==> config.mk <==
export PLATFORM = sky130hd
export DESIGN_NAME = cnn_layer_sequencer
export DESIGN_NICKNAME = d
export VERILOG_FILES = /design/src/rtl/cnn_layer_sequencer.sv
export SDC_FILE = /design/constraint.sdc
export NUM_CORES = 1
export LEC_CHECK = 0
export CAP_MARGIN = 10
export CELL_PAD_IN_SITES_DETAIL_PLACEMENT = 0
export CELL_PAD_IN_SITES_GLOBAL_PLACEMENT = 1
export CORE_MARGIN = 5
export CORE_UTILIZATION = 42
export CTS_BUF_LIST = sky130_fd_sc_hd__clkbuf_8 sky130_fd_sc_hd__clkbuf_16
export DETAILED_ROUTE_END_ITERATION = 12
export PLACE_DENSITY_LB_ADDON = 0.08
export SLEW_MARGIN = 15
export SYNTH_ARGS = -nofsm -noshare
export SYNTH_HDL_FRONTEND = slang
export SYNTH_SLANG_ARGS = --single-unit
export TNS_END_PERCENT = 30
==> constraint.sdc <==
create_clock -name i_clk -period 6.6 [get_ports i_clk]
set_input_delay 1.32 -clock i_clk [delete_from_list [all_inputs] [get_ports i_clk]]
set_output_delay 1.32 -clock i_clk [all_outputs]
set_load 0.05 [all_outputs]
==> src/rtl/cnn_layer_sequencer.sv <==
// Frame-level stage sequencer for the LeNet pipeline: releases C1..Tanh3 stage resets
// one at a time, advancing on a stage's done flag or when its cycle budget runs out.
module cnn_layer_sequencer #(
    parameter int          CNT_WIDTH    = 17,
    parameter int          C1_CYCLES    = 10199,
    parameter int          TANH1_CYCLES = 28224,
    parameter int          AP1_CYCLES   = 8,
    parameter int          C2_CYCLES    = 60192,
    parameter int          TANH2_CYCLES = 9600,
    parameter int          AP2_CYCLES   = 20,
    parameter int          C3_CYCLES    = 30,
    parameter int          TANH3_CYCLES = 1024,
    parameter logic [7:0]  DONE_MASK    = 8'b1001_0010
) (
    input  logic       i_clk,
    input  logic       i_reset,
    input  logic       i_start,
    input  logic       i_abort,
    input  logic [7:0] i_stage_done,
    output logic [7:0] o_stage_rst,
    output logic [3:0] o_stage_idx,
    output logic       o_busy,
    output logic       o_frame_done,
    output logic [7:0] o_timeout_flags
);

    typedef enum logic [1:0] {S_IDLE, S_FLUSH, S_RUN} state_t;

    // A zero budget still gives the stage one active cycle.
    localparam int B0 = (C1_CYCLES    == 0) ? 1 : C1_CYCLES;
    localparam int B1 = (TANH1_CYCLES == 0) ? 1 : TANH1_CYCLES;
    localparam int B2 = (AP1_CYCLES   == 0) ? 1 : AP1_CYCLES;
    localparam int B3 = (C2_CYCLES    == 0) ? 1 : C2_CYCLES;
    localparam int B4 = (TANH2_CYCLES == 0) ? 1 : TANH2_CYCLES;
    localparam int B5 = (AP2_CYCLES   == 0) ? 1 : AP2_CYCLES;
    localparam int B6 = (C3_CYCLES    == 0) ? 1 : C3_CYCLES;
    localparam int B7 = (TANH3_CYCLES == 0) ? 1 : TANH3_CYCLES;
    localparam int BW = CNT_WIDTH + 1;
    localparam longint CNT_SPAN = longint'(1) << CNT_WIDTH;

    if (B0 > CNT_SPAN || B1 > CNT_SPAN || B2 > CNT_SPAN || B3 > CNT_SPAN ||
        B4 > CNT_SPAN || B5 > CNT_SPAN || B6 > CNT_SPAN || B7 > CNT_SPAN) begin : g_budget_chk
        $error("cnn_layer_sequencer: a stage budget exceeds 2**CNT_WIDTH");
    end

    state_t               r_state, w_state;
    logic [2:0]           r_k, w_k;
    logic [CNT_WIDTH-1:0] r_cnt, w_cnt;
    logic [7:0]           r_stage_rst, w_stage_rst;
    logic [3:0]           r_stage_idx, w_stage_idx;
    logic                 r_busy, w_busy;
    logic                 r_frame_done, w_frame_done;
    logic [7:0]           r_tflags, w_tflags;

    logic [BW-1:0]        w_budget;
    logic                 w_expire;
    logic                 w_done;
    logic [2:0]           w_k_inc;

    always_comb begin
        w_budget = BW'(B0);
        case (r_k)
            3'd0: w_budget = BW'(B0);
            3'd1: w_budget = BW'(B1);
            3'd2: w_budget = BW'(B2);
            3'd3: w_budget = BW'(B3);
            3'd4: w_budget = BW'(B4);
            3'd5: w_budget = BW'(B5);
            3'd6: w_budget = BW'(B6);
            default: w_budget = BW'(B7);
        endcase
    end

    assign w_expire = ({1'b0, r_cnt} == (w_budget - 1'b1));
    assign w_done   = DONE_MASK[r_k] & i_stage_done[r_k];
    assign w_k_inc  = r_k + 3'd1;

    always_comb begin
        w_state      = r_state;
        w_k          = r_k;
        w_cnt        = r_cnt;
        w_stage_rst  = r_stage_rst;
        w_stage_idx  = r_stage_idx;
        w_busy       = r_busy;
        w_frame_done = 1'b0;
        w_tflags     = r_tflags;
        case (r_state)
            S_IDLE: begin
                // A start coinciding with frame_done waits for the next IDLE cycle.
                if (i_start && !r_frame_done) begin
                    w_state     = S_FLUSH;
                    w_stage_rst = 8'hFF;
                    w_stage_idx = 4'd8;
                    w_busy      = 1'b1;
                    w_tflags    = 8'h00;
                    w_cnt       = '0;
                end
            end
            S_FLUSH: begin
                if (i_abort) begin
                    w_state     = S_IDLE;
                    w_stage_rst = 8'hFF;
                    w_stage_idx = 4'd8;
                    w_busy      = 1'b0;
                end else begin
                    w_state        = S_RUN;
                    w_k            = 3'd0;
                    w_cnt          = '0;
                    w_stage_rst[0] = 1'b0;
                    w_stage_idx    = 4'd0;
                end
            end
            S_RUN: begin
                if (i_abort) begin
                    w_state     = S_IDLE;
                    w_stage_rst = 8'hFF;
                    w_stage_idx = 4'd8;
                    w_busy      = 1'b0;
                end else if (w_done || w_expire) begin
                    if (!w_done && DONE_MASK[r_k])
                        w_tflags[r_k] = 1'b1;
                    if (r_k != 3'd7) begin
                        w_k                  = w_k_inc;
                        w_cnt                = '0;
                        w_stage_rst[w_k_inc] = 1'b0;
                        w_stage_idx          = {1'b0, w_k_inc};
                    end else begin
                        // Stage resets stay released so results remain readable.
                        w_state      = S_IDLE;
                        w_frame_done = 1'b1;
                        w_busy       = 1'b0;
                        w_stage_idx  = 4'd8;
                    end
                end else begin
                    w_cnt = r_cnt + 1'b1;
                end
            end
            default: begin
                w_state     = S_IDLE;
                w_stage_rst = 8'hFF;
                w_stage_idx = 4'd8;
                w_busy      = 1'b0;
            end
        endcase
    end

    always_ff @(posedge i_clk) begin
        if (i_reset) begin
            r_state      <= S_IDLE;
            r_k          <= 3'd0;
            r_cnt        <= '0;
            r_stage_rst  <= 8'hFF;
            r_stage_idx  <= 4'd8;
            r_busy       <= 1'b0;
            r_frame_done <= 1'b0;
            r_tflags     <= 8'h00;
        end else begin
            r_state      <= w_state;
            r_k          <= w_k;
            r_cnt        <= w_cnt;
            r_stage_rst  <= w_stage_rst;
            r_stage_idx  <= w_stage_idx;
            r_busy       <= w_busy;
            r_frame_done <= w_frame_done;
            r_tflags     <= w_tflags;
        end
    end

    assign o_stage_rst     = r_stage_rst;
    assign o_stage_idx     = r_stage_idx;
    assign o_busy          = r_busy;
    assign o_frame_done    = r_frame_done;
    assign o_timeout_flags = r_tflags;

endmodule

== After elaboration in Yosys (flattened, before gate mapping) ==
Memory sizes are Yosys's and may differ from the RTL's. A register that Yosys moved wholly into a read port is not among the register bits.
Index checks and enable logic that the tools add are counted.

* Logic and storage cells: 117
* Flip-flop bits (word level): 44
* Memory bits (read-only): 8
* Input port bits: 12
* Memories: 1
* Output and inout port bits: 22

{| class="wikitable"
|+ Memories
! name !! words !! bits a word !! rd ports !! clocked after Yosys merged registers in !! wr ports !! RTL line !! text
|-
| (name not given) || 8 || 1 || 1 || 1 || 0 || 120 || <nowiki>if (!w_done && DONE_MASK[r_k])</nowiki>
|}

* Magnitude comparators: 4
* Bitwise operators: 6
* Reduce and logical (&&, ||, !) cells: 21
* Multiplexer cells: 52
* Eq/ne operators: 21
* Add/subtract/negate cells: 3

{| class="wikitable"
|+ Operators with widths
! cell !! number
|-
| $pmux W16 S7 || 1
|-
| $mux W17 || 5
|-
| $mux W8 || 8
|-
| $pmux W17 S3 || 1
|-
| $pmux W8 S3 || 1
|-
| $mux W4 || 5
|-
| $eq A17 B18 Y1 || 1
|-
| $mux W3 || 6
|-
| $sub A18 B1 Y18 const B || 1
|-
| $add A17 B1 Y17 const B || 1
|-
| $pmux W8 S2 || 1
|-
| $ne A3 B3 Y1 const B || 5
|-
| $reduce_and A5 Y1 || 3
|-
| $ne A2 B2 Y1 const B || 7
|-
| $pmux W4 S3 || 1
|-
| $mux W1 || 11
|-
| $mux W2 || 5
|-
| $eq A3 B3 Y1 const B || 3
|-
| $and A8 B8 Y8 || 1
|-
| $lt A3 B4 Y1 const B || 2
|-
| $not A8 Y8 || 1
|-
| $or A8 B8 Y8 || 1
|-
| $reduce_and A4 Y1 || 2
|-
| $mux W7 || 1
|-
| other kinds (23) || 33
|}

== Depth between registers and ports, before layout ==
* Depth after elaboration: 11
* Depth in mapped cells: 19
* Depth with buffers taken out: 17

== Worst setup path after synthesis ==
Ideal clock, no wire load.

* Path kind: reg2reg
* Start: register r_k[0]
* End: register (tool-made name)
* Path slack: 1.556 ns
* Clock period less this slack: 5.044 ns
* Setup time: 0.121 ns
* Required time: 6.479 ns
* Stages on the path, launching flop included: 20
* Buffers on the path: 2
* Data arrival time: 4.923 ns
* Cells stage by stage: dfxtp_1 clkbuf_1 inv_1 ha_1 clkbuf_1 nor2_1 nor2_1 nor2_1 ha_1 a21bo_2 or4_1 or4_1 a222oi_1 and4_1 nand3_1 o21ai_0 mux2_2 or2_2 ha_1 mux2_2

{| class="wikitable"
|+ RTL lines
! element !! RTL line !! text
|-
| from (decl) || 47 || <nowiki>logic [2:0] r_k, w_k;</nowiki>
|-
| from (signal assigned) || 159 || <nowiki>r_k <= w_k;</nowiki>
|}

==> results.ini <==
[status]
status=finished, final reports clean

[finish]
area_growth_pct=16.06
seqCellArea_um2=900.9
finalNetCount=420
layout_common_cells=45 x dfxtp_1, 37 x nand2_1, 34 x nor2_1
drive_gt1_frac=0.05570
final_common_cell=dfxtp_1
multiInputGateArea_um2=1947
post-route-util=0.5067
antenna_cells=0
fillers=676

[worst_setup_path]
critPathArrivalTime_ns=5.88
worst-endpoint-required_ns=6.80
cp-start-kind=register
crit_type=reg -> reg
critPathMaxStageDelay_ns=0.59
crit_fanout=12
crit_slowest_cell=dfxtp_1
cp_top_family=simple AND/OR/NAND/NOR gates
cp-end-kind=register
path_common_cell=ha_1
path_cells=inv_1 > ha_1 > nor2b_1 > a21oi_1 > ha_1 > a21bo_2 > or4_1 > or4_1 > a222oi_1 > and4_1 > nand3_1 > o21ai_0 > mux2_2 > or2_2 > ha_1 > mux2_2
cp_num_buf_inv=1

[floorplan]
start_util=0.4366
core_area_um2=6869
die_w_um=94.51
dieArea_um2=8931
rows=30
die_h_um=94.51
io_pins=34

[power_and_ir_drop]
swShare=0.2928
p_clk_frac=0.340
combPwrFrac=0.195
intPower_uw=435.1
seq_power_share=0.465
power_switching_uw=180.1
peakVddDrop_mv=0.1367
p_per_area_nw_per_um2=176.7
p_leak_nw=1.251

[logic_synthesis]
ys_seq_area_frac=0.3004
synthArstFlopShare=0
synth_edf_count=0
syn_area_um2=2999
yosysUniqueCellTypes=56
syn-num-nets=401
synthCells=375
syn-mean-instance-area_um2=7.998
yosys_most_used_dff=dfxtp_1
ys_ff_latch=45
yosysWarnings=0

[clocking]
cts_tree=yes
cts_made_buffers=5
path_clk_slew_ns=0.09
cts_resized=0
post_cts_buffers=0
htreeDepth=2
clock_latency_ns=0.30
cts.root.buffer_cell=clkbuf_8
cts_hold_buffers=0
cts_buffer_depth=2
clock_sinks=45

[timing]
rsz0062_at_grt=false
fin_worst_skew_ns=0.006488
period_needed_ns=5.687
setup_slack_ns=0.9128
finalSetupViolCount=0
slew_violations=0
tightest_slew_ns=0.8853
setup_tns_ns=0
slew_headroom=0.4052
fmax_ghz=0.1758
hold_violations=0
fin_crit_sh=0.8617

[route]
drc=0
routedWlPerCell_um=15.23
vias=2751
drt-vias-per-instance=5.603
drtIter0Drc=124
ant_nets=0
first_pass_iters=5
routed_wl_um=7480

[global_route]
grt_overflow_total=0
grt_antenna_before_repair=0
grt.total_usage=0.1732
grt_pass1_wl_um=12320
grt_max_degree=26
grt_pass1_vias=2455

[placement]
dp_hpwl_um=5660
portBuffers=33
gp_congestion=0.8478
dp_slack_ns=0.9718

[min_path]
min_path_type=reg -> reg

[job]
cap_violations=0

[area by class of cell]
type | count | share of cell area
Tap cell | 96 | 0.03451
Clock buffer | 5 | 0.01977
Clock inverter | 3 | 0.01222
Multi-Input combinational cell | 293 | 0.5593
Timing Repair Buffer | 36 | 0.1014
Sequential cell | 45 | 0.2588
Inverter | 13 | 0.01402
[power by group through the flow]
stage	Clock [mW]	Combinational [mW]	Sequential [mW]
2_1_floorplan	0	0.0664	0.310
3_3_place_gp	0	0.121	0.292
3_5_place_dp	0	0.120	0.292
4_1_cts	0.216	0.121	0.286
5_1_grt	0.228	0.131	0.287
6_report	0.209	0.120	0.286
[layer usage]
layer	vias up	wire length (um)	track usage
li1	1412	-	-
met5	-	0	0
met1	1280	3626	0.2339
met2	51	3562	0.2819
met3	8	217	0.04064
met4	0	74	0.03606
[cells in the mapped netlist (2+ instances only)]
library cell,n,area share
o21ai_0,28,0.047
clkbuf_1,19,0.024
ha_1,14,0.058
and4_1,2,0.0058
o21a_1,2,0.0050
or4_1,8,0.020
inv_1,13,0.016
o21bai_1,3,0.0075
dfxtp_1,45,0.30
a21oi_1,20,0.033
a211oi_1,3,0.0075
a211o_1,2,0.0058
nand3_1,11,0.018
nand2_1,37,0.046
nand4_1,8,0.017
xnor2_1,5,0.015
nor4_1,2,0.0042
and3_1,7,0.015
nand2b_1,6,0.013
o22ai_1,2,0.0042
buf_2,4,0.0067
nor3_1,8,0.013
mux2_2,2,0.0075
nor2_1,34,0.043
a21o_1,5,0.013
nor3b_1,3,0.0075
nor2b_1,3,0.0063
mux2i_1,13,0.043
a22oi_1,2,0.0050
or2_2,2,0.0042
o2111ai_1,4,0.012
o211ai_1,3,0.0075
o31ai_1,7,0.018
mux4_2,2,0.015
xor2_1,8,0.023
nand3b_1,3,0.0075
o2bb2ai_1,7,0.020
or3_1,10,0.021
[tightest hold or removal path: cells and delay by family, from the launching register on]
family | cells | cell delay (ns)
and+or+nand+nor | 1 | 0.04
DFF | 1 | 0.33
AOI/OAI and AO/OA | 1 | 0.05
[registers in the layout, summed over array words and instances (netlist names), named ones only]
register / flops
r_k: 3
o_busy: 1
o_frame_done: 1
o_stage_rst: 8
o_timeout_flags: 8
r_state: 2
o_stage_idx: 4
r_cnt: 17
[worst paths after layout]
check | start | to | slack [ns] | cells past startpoint
worst max register to register | r_k[1] | register | 0.91 | 16
worst min register to register | o_timeout_flags[4] | o_timeout_flags[4] | 0.46 | 2
worst min-delay path | o_timeout_flags[4] | o_timeout_flags[4] | 0.46 | 2
worst max-delay path | r_k[1] | register | 0.91 | 16
[logic make-up (layout without fill, tap and decap cells)]
logic type | count (synthesis) | in the layout | synth area share
adder cells (fa/ha/maj) | 14 | 14 | 0.05841
XOR/XNOR | 13 | 13 | 0.03796
AO/OA/AOI/OAI | 103 | 103 | 0.2403
multiplexers | 17 | 17 | 0.06591
AND/OR/NAND/NOR | 146 | 146 | 0.2466
flip-flops | 45 | 45 | 0.3004
buffers and inverters | 37 | 57 | 0.05048
[per-stage QoR]
step	hold WS [ns]	instances	instance area (um^2)	total power, mW
final	0.4558	491	3481	0.6152
after global routing	0.4941	491	3481	0.6465
after CTS	0.4607	491	3481	0.6232
after detailed placement	0.4415	483	3369	0.4128
after global placement	0.4361	483	3369	0.4130
after floorplan	0.4519	375	2999	0.3764
Power figures use the tool's default switching activity.
